$ cat src/rtl/reset_seq_pkg.sv
// reset_seq_pkg: shared types and helpers for the 27 MHz reset sequencer.
//   seq_state_e : sequencer states, in the order the sequence walks them.
//   cnt_width() : width of the single shared sequencing counter. It is
//                 $clog2 of the largest cycle count in use, plus one. The
//                 timeout count only takes part when the timeout feature is
//                 built in.
package reset_seq_pkg;

  typedef enum logic [2:0] {
    WAIT_LOCK,
    MEM_RST,
    MEM_WAIT,
    CORE_RST,
    RUN
  } seq_state_e;

  function automatic int cnt_width(input int lock_c, input int mem_c,
                                   input int core_c, input int tmo_c,
                                   input bit use_tmo);
    int m;
    m = lock_c;
    if (mem_c  > m)            m = mem_c;
    if (core_c > m)            m = core_c;
    if (use_tmo && tmo_c > m)  m = tmo_c;
    return $clog2(m) + 1;
  endfunction

endpackage

$ cat src/rtl/sync_2ff.sv
// sync_2ff: single-bit two-flop synchroniser for a level that is
// asynchronous to i_clk. o_q follows i_d with 2 edges of latency.
// Ports:
//   i_clk   destination clock
//   i_reset synchronous active-high reset (clears both flops to 0)
//   i_d     asynchronous input level
//   o_q     synchronised level
module sync_2ff (
  input  logic i_clk,
  input  logic i_reset,
  input  logic i_d,
  output logic o_q
);

  logic r_meta;
  logic r_sync;

  always_ff @(posedge i_clk) begin
    if (i_reset) begin
      r_meta <= 1'b0;
      r_sync <= 1'b0;
    end else begin
      r_meta <= i_d;
      r_sync <= r_meta;
    end
  end

  assign o_q = r_sync;

endmodule

$ cat src/rtl/reset_sequencer.sv
// reset_sequencer: power-on / lock-loss reset sequencer for the 27 MHz
// domain. It waits for a stable PLL lock, then pulses the memory-controller
// reset and waits for SDRAM init. After that it holds the core in reset for
// a fixed time and then reports ready.
// Optional feature: define RESET_SEQ_TIMEOUT_EN to bound the wait for
// mem_init_done. On expiry it sets a sticky timeout_err and retries from
// MEM_RST. Without the macro, timeout_err is tied to 0.
// Ports:
//   clk           27 MHz PLL output clock
//   reset         synchronous active-high reset
//   pll_lock      PLL lock, asynchronous (synchronised internally)
//   mem_init_done memory controller init-complete level
//   rst_mem       active-high memory-controller reset (registered)
//   rst_core      active-high core reset (registered)
//   ready         system running (registered)
//   timeout_err   sticky memory-init timeout flag
module reset_sequencer
  import reset_seq_pkg::*;
#(
  parameter int LOCK_STABLE_CYCLES = 1024,
  parameter int MEM_RST_CYCLES     = 16,
  parameter int CORE_RST_CYCLES    = 64,
  parameter int MEM_TIMEOUT_CYCLES = 65535
) (
  input  logic clk,
  input  logic reset,
  input  logic pll_lock,
  input  logic mem_init_done,
  output logic rst_mem,
  output logic rst_core,
  output logic ready,
  output logic timeout_err
);

`ifdef RESET_SEQ_TIMEOUT_EN
  localparam bit TMO_EN = 1'b1;
`else
  localparam bit TMO_EN = 1'b0;
`endif

  localparam int CW = cnt_width(LOCK_STABLE_CYCLES, MEM_RST_CYCLES,
                                CORE_RST_CYCLES, MEM_TIMEOUT_CYCLES, TMO_EN);

  // A phase ends on the edge where the counter holds N-1. That way each
  // phase lasts exactly N edges from the edge that entered it.
  localparam logic [CW-1:0] LOCK_LAST = CW'(LOCK_STABLE_CYCLES - 1);
  localparam logic [CW-1:0] MEM_LAST  = CW'(MEM_RST_CYCLES - 1);
  localparam logic [CW-1:0] CORE_LAST = CW'(CORE_RST_CYCLES - 1);
`ifdef RESET_SEQ_TIMEOUT_EN
  localparam logic [CW-1:0] TMO_LAST  = CW'(MEM_TIMEOUT_CYCLES - 1);
`endif

  logic       w_lock_s;
  seq_state_e r_state, w_state_nxt;
  logic [CW-1:0] r_cnt, w_cnt_nxt;
  logic       r_rst_mem, r_rst_core, r_ready;

  sync_2ff u_lock_sync (
    .i_clk   (clk),
    .i_reset (reset),
    .i_d     (pll_lock),
    .o_q     (w_lock_s)
  );

`ifdef RESET_SEQ_TIMEOUT_EN
  logic r_tmo, w_tmo_nxt;
`endif

  always_comb begin
    w_state_nxt = r_state;
    w_cnt_nxt   = r_cnt;
`ifdef RESET_SEQ_TIMEOUT_EN
    w_tmo_nxt   = r_tmo;
`endif
    // Lock loss beats every other transition. In WAIT_LOCK it just
    // restarts the stability count.
    if (!w_lock_s) begin
      w_state_nxt = WAIT_LOCK;
      w_cnt_nxt   = '0;
    end else begin
      case (r_state)
        WAIT_LOCK: begin
          if (r_cnt == LOCK_LAST) begin
            w_state_nxt = MEM_RST;
            w_cnt_nxt   = '0;
          end else begin
            w_cnt_nxt   = r_cnt + CW'(1);
          end
        end
        MEM_RST: begin
          if (r_cnt == MEM_LAST) begin
            w_state_nxt = MEM_WAIT;
            w_cnt_nxt   = '0;
          end else begin
            w_cnt_nxt   = r_cnt + CW'(1);
          end
        end
        MEM_WAIT: begin
          if (mem_init_done) begin
            w_state_nxt = CORE_RST;
            w_cnt_nxt   = '0;
          end
`ifdef RESET_SEQ_TIMEOUT_EN
          else if (r_cnt == TMO_LAST) begin
            w_state_nxt = MEM_RST;
            w_cnt_nxt   = '0;
            w_tmo_nxt   = 1'b1;
          end else begin
            w_cnt_nxt   = r_cnt + CW'(1);
          end
`endif
        end
        CORE_RST: begin
          if (r_cnt == CORE_LAST) begin
            w_state_nxt = RUN;
            w_cnt_nxt   = '0;
          end else begin
            w_cnt_nxt   = r_cnt + CW'(1);
          end
        end
        RUN:     w_cnt_nxt = '0;
        default: begin
          w_state_nxt = WAIT_LOCK;
          w_cnt_nxt   = '0;
        end
      endcase
    end
  end

  // Outputs are decoded from the next state, so they move on the same edge
  // as the state register.
  always_ff @(posedge clk) begin
    if (reset) begin
      r_state    <= WAIT_LOCK;
      r_cnt      <= '0;
      r_rst_mem  <= 1'b1;
      r_rst_core <= 1'b1;
      r_ready    <= 1'b0;
    end else begin
      r_state    <= w_state_nxt;
      r_cnt      <= w_cnt_nxt;
      r_rst_mem  <= (w_state_nxt == WAIT_LOCK) || (w_state_nxt == MEM_RST);
      r_rst_core <= (w_state_nxt != RUN);
      r_ready    <= (w_state_nxt == RUN);
    end
  end

`ifdef RESET_SEQ_TIMEOUT_EN
  always_ff @(posedge clk) begin
    if (reset) r_tmo <= 1'b0;
    else       r_tmo <= w_tmo_nxt;
  end
  assign timeout_err = r_tmo;
`else
  assign timeout_err = 1'b0;
`endif

  assign rst_mem  = r_rst_mem;
  assign rst_core = r_rst_core;
  assign ready    = r_ready;

endmodule

$ cat config.mk
export PLATFORM = sky130hd
export DESIGN_NAME = reset_sequencer
export DESIGN_NICKNAME = d
export VERILOG_FILES = /design/src/rtl/reset_seq_pkg.sv /design/src/rtl/sync_2ff.sv /design/src/rtl/reset_sequencer.sv
export SDC_FILE = /design/constraint.sdc
export NUM_CORES = 1
export LEC_CHECK = 0
export ABC_AREA = 1
export CAP_MARGIN = 40
export CORE_UTILIZATION = 30
export CTS_BUF_LIST = sky130_fd_sc_hd__clkbuf_4
export CTS_CLUSTER_SIZE = 28
export DETAILED_ROUTE_END_ITERATION = 8
export GPL_ROUTABILITY_DRIVEN = 0
export GPL_TIMING_DRIVEN = 0
export PLACE_DENSITY = 0.55
export SLEW_MARGIN = 20
export SYNTH_ARGS = -nofsm -noshare
export SYNTH_HDL_FRONTEND = slang
export SYNTH_SLANG_ARGS = --single-unit
$ cat constraint.sdc
create_clock -name clk -period 4.2 [get_ports clk]
set_input_delay 0.84 -clock clk [delete_from_list [all_inputs] [get_ports clk]]
set_output_delay 0.84 -clock clk [all_outputs]
set_load 0.05 [all_outputs]
==> run metrics, run 1 <==
Layout Nets=186; share of post-route cells with drive strength above 1=16.1%; Ports=8; RSZ-0062 raised after global routing=false; Hold-fix buffers, CTS=0; die width=63.6 µm; largest net degree at the start of global routing=12; Syn-to-layout area delta=13.0%; Synth area leaders=dfxtp_1 (33%), nand2_1 (16%), inv_1 (8.2%); maxcap violations=0; via count=993; Die Area=4050 µm²; CTS tree=yes; CP Buf/Inv Count=1; max_slew headroom=66.5%; core area=3660 µm²; Num CTS Buffers=3; final setup TNS=0 ns; H-tree Lvls=1; synthesized area per cell=6.70 µm²; share of the synthesized area in the top cell type=33.4%; CP Data Required Time=3.36 ns; post-CTS setup buffer count=0; CTS root buffer=clkbuf_4; total clock sinks=19; GRT Util Overall=12.5%; worst vdd ir=0.104 mV; dpl ws=1.88 ns; syn nets=175; setup ws final=1.93 ns; Slew Limit Fails=0; CP startpoint kind=flip-flop; WL/cell=10.1 µm; clock latency on the worst-skew pair=0.30 ns; HPWL after DPL=1760 µm; Warnings, synthesis=0; Worst-path clk slew=0.12 ns; FP Rows=22; Reg power frac=62.6%; vias in the first global route=904; post-synth top area cell=dfxtp_1; Setup-failing EPs final=0; Clk network pwr share=34.2%; Lkg Pwr=0.608 nW; global-route wire length before repair=4050 µm; status=finished, final reports clean; final hold vios=0; internal power=221 µW; final antenna-violating net count=0; post-route minimum period=2.27 ns; Die H=63.6 µm; Yosys cell types=23; hold_sp=u_lock_sync.r_meta; flop2flop setup slack=2.69 ns; combinational share of power=3.2%; drt pass-1 iters=4; synthesized cell area=1140 µm²; synthesis-stage register bit count=19; sw frac=24.0%; Slowest-stage cell, CP=clkdlybuf4s50_1; grt ovf=0; hold depth=2; switching pwr=69.9 µW; Final period util=54.0%; worst-case clock buffer depth=2; reg2reg start=r_cnt[0]; Worst Skew=0.00127 ns; worst path cell trace=clkdlybuf4s50_1; initial antenna violation count=0; ANT cells=0; IO buf count=6; sequential cell area fraction in the yosys report=33.4%; type of the worst min-delay path=reg -> reg; drt first-iter violations=29; crit path DAT=1.43 ns; detailed-route vias per instance=4.36; worst-margin pin slew=0.501 ns; FMAX=0.441 GHz; Critical Path End Type=output port; critical path peak fanout=1; Largest delay share family, worst path=buffers and inverters; Power per Cell Area=226 nW/µm²; CP max stage delay=0.80 ns; worst reg2reg path depth=8; Syn Inst Count=170; DRT Wirelength=2310 µm; worst r2r dst=r_cnt[5]; Post-route DRC=0; initial core utilization=31.1%; WHS Endpoint=u_lock_sync.o_q; type of the worst setup path=reg -> out; post-CTS sizing=0
-- per-stage QoR --
| step | cell area, µm² | hold slack [ns] | utilization (%) | cells | total power [mW] |
|---|---|---|---|---|---|
| final | 1290 | 0.424 | 35.2 | 228 | 0.291 |
| after global routing | 1290 | 0.455 | 35.2 | 228 | 0.305 |
| after CTS | 1290 | 0.435 | 35.2 | 228 | 0.296 |
| after detailed placement | 1260 | 0.415 | 34.4 | 224 | 0.195 |
| after global placement | 1260 | 0.410 | 34.4 | 224 | 0.196 |
| after floorplan | 1140 | 0.388 | - | 170 | 0.191 |
-- worst register-to-register path: stages (launching register included) --
cell,delay (ns)
dfxtp_1,0.39
ha_1,0.25
nand3_2,0.15
nor2_2,0.17
nand2_1,0.09
nand2_2,0.11
nand3_4,0.10
nor2_2,0.11
nor2_1,0.05
-- sequential cells by signal, summed over array words and instances, names as in the netlist --
signal / cells
rst_mem: 1
r_state: 3
r_cnt: 11
ready: 1
u_lock_sync.o_q: 1
rst_core: 1
u_lock_sync.r_meta: 1
-- cell type report --
type	instances	area, µm²
Timing Repair Buffer	6	60.1
Clock buffer	3	22.5
Buffer	1	7.51
Clock inverter	1	5.00
Fill cell	401	2370
Tap cell	48	60.1
Multi-Input combinational cell	122	647
Sequential cell	19	380
Inverter	28	105
-- routing by layer --
layer / up-vias / GRT usage [%] / wire [µm]
met5: - / 0 / 0
met3: 2 / 1.63 / 55
li1: 557 / - / -
met1: 424 / 17.4 / 1210
met4: 0 / 3.41 / 14
met2: 10 / 19.8 / 1030
-- cell families (layout without fill, tap and decap cells) --
logic type,count (synthesis),in the layout,synth area share (%)
AO/OA/AOI/OAI,14,14,7.57
XOR/XNOR,2,2,1.54
adder cells (fa/ha/maj),1,1,1.10
buffers and inverters,29,39,9.88
flip-flops,19,19,33.4
other,1,1,0.329
AND/OR/NAND/NOR,104,104,46.2
-- synthesized netlist by cell type --
cell type / instances
o21ai_0: 6
xor2_1: 2
nand2_2: 4
conb_1: 1
inv_1: 25
nor2_1: 10
nor2_8: 1
buf_4: 1
nand3_1: 17
clkinv_1: 1
o21bai_1: 1
o211ai_1: 4
nand3_2: 4
nand3_4: 1
nor2_4: 1
nand2_1: 49
dfxtp_1: 19
nor2_2: 10
ha_1: 1
inv_2: 2
nand4_1: 7
a21oi_1: 2
a21oi_2: 1
-- worst max-delay path by stage --
stage,cells past startpoint,slack (ns),from,to
after CTS,1,1.91,rst_mem,rst_mem
after floorplan,5,2.72,reset,r_state[2]
after global placement,7,1.86,reset,rst_mem
after detailed placement,7,1.88,reset,rst_mem
after global routing,1,1.87,rst_mem,rst_mem
final,1,1.93,rst_mem,rst_mem
-- power groups by stage --
stage / sequential, mW / combinational [mW] / clock [mW]
finish: 0.182 / 0.00928 / 0.0993
detailed placement: 0.186 / 0.00934 / 0
global placement: 0.186 / 0.00950 / 0
CTS: 0.182 / 0.00941 / 0.105
global route: 0.182 / 0.0101 / 0.113
floorplan: 0.186 / 0.00502 / 0
-- cells in the final DEF (no fill, tap or decap), drive strengths merged --
master,synthesis,layout
o211ai,4,4
clkbuf,0,3
a21oi,3,3
nor2,22,22
clkinv,1,2
ha,1,1
nand4,7,7
xor2,2,2
o21ai,6,6
nand3,22,22
nand2,53,53
conb,1,1
clkdlybuf4s50,0,6
buf,1,1
o21bai,1,1
inv,27,27
dfxtp,19,19
No activity file was read; power rests on OpenSTA's default activity.
==> run 2, diff against run 1 <==
clock period = 2.2 ns   (was 4.2 ns; I/O delays follow)
==> results of run 2 <==
Same layout as run 1 (identical final DEF). Status: finished, final reports clean.
Main changes from that run: setup slack after placement 1.88 ns -> 0.281 ns; setup slack after layout 1.93 ns -> 0.331 ns; register-to-register setup slack 2.69 ns -> 0.69 ns; total power 0.291 mW -> 0.555 mW; worst IR drop on VDD 0.104 mV -> 0.199 mV
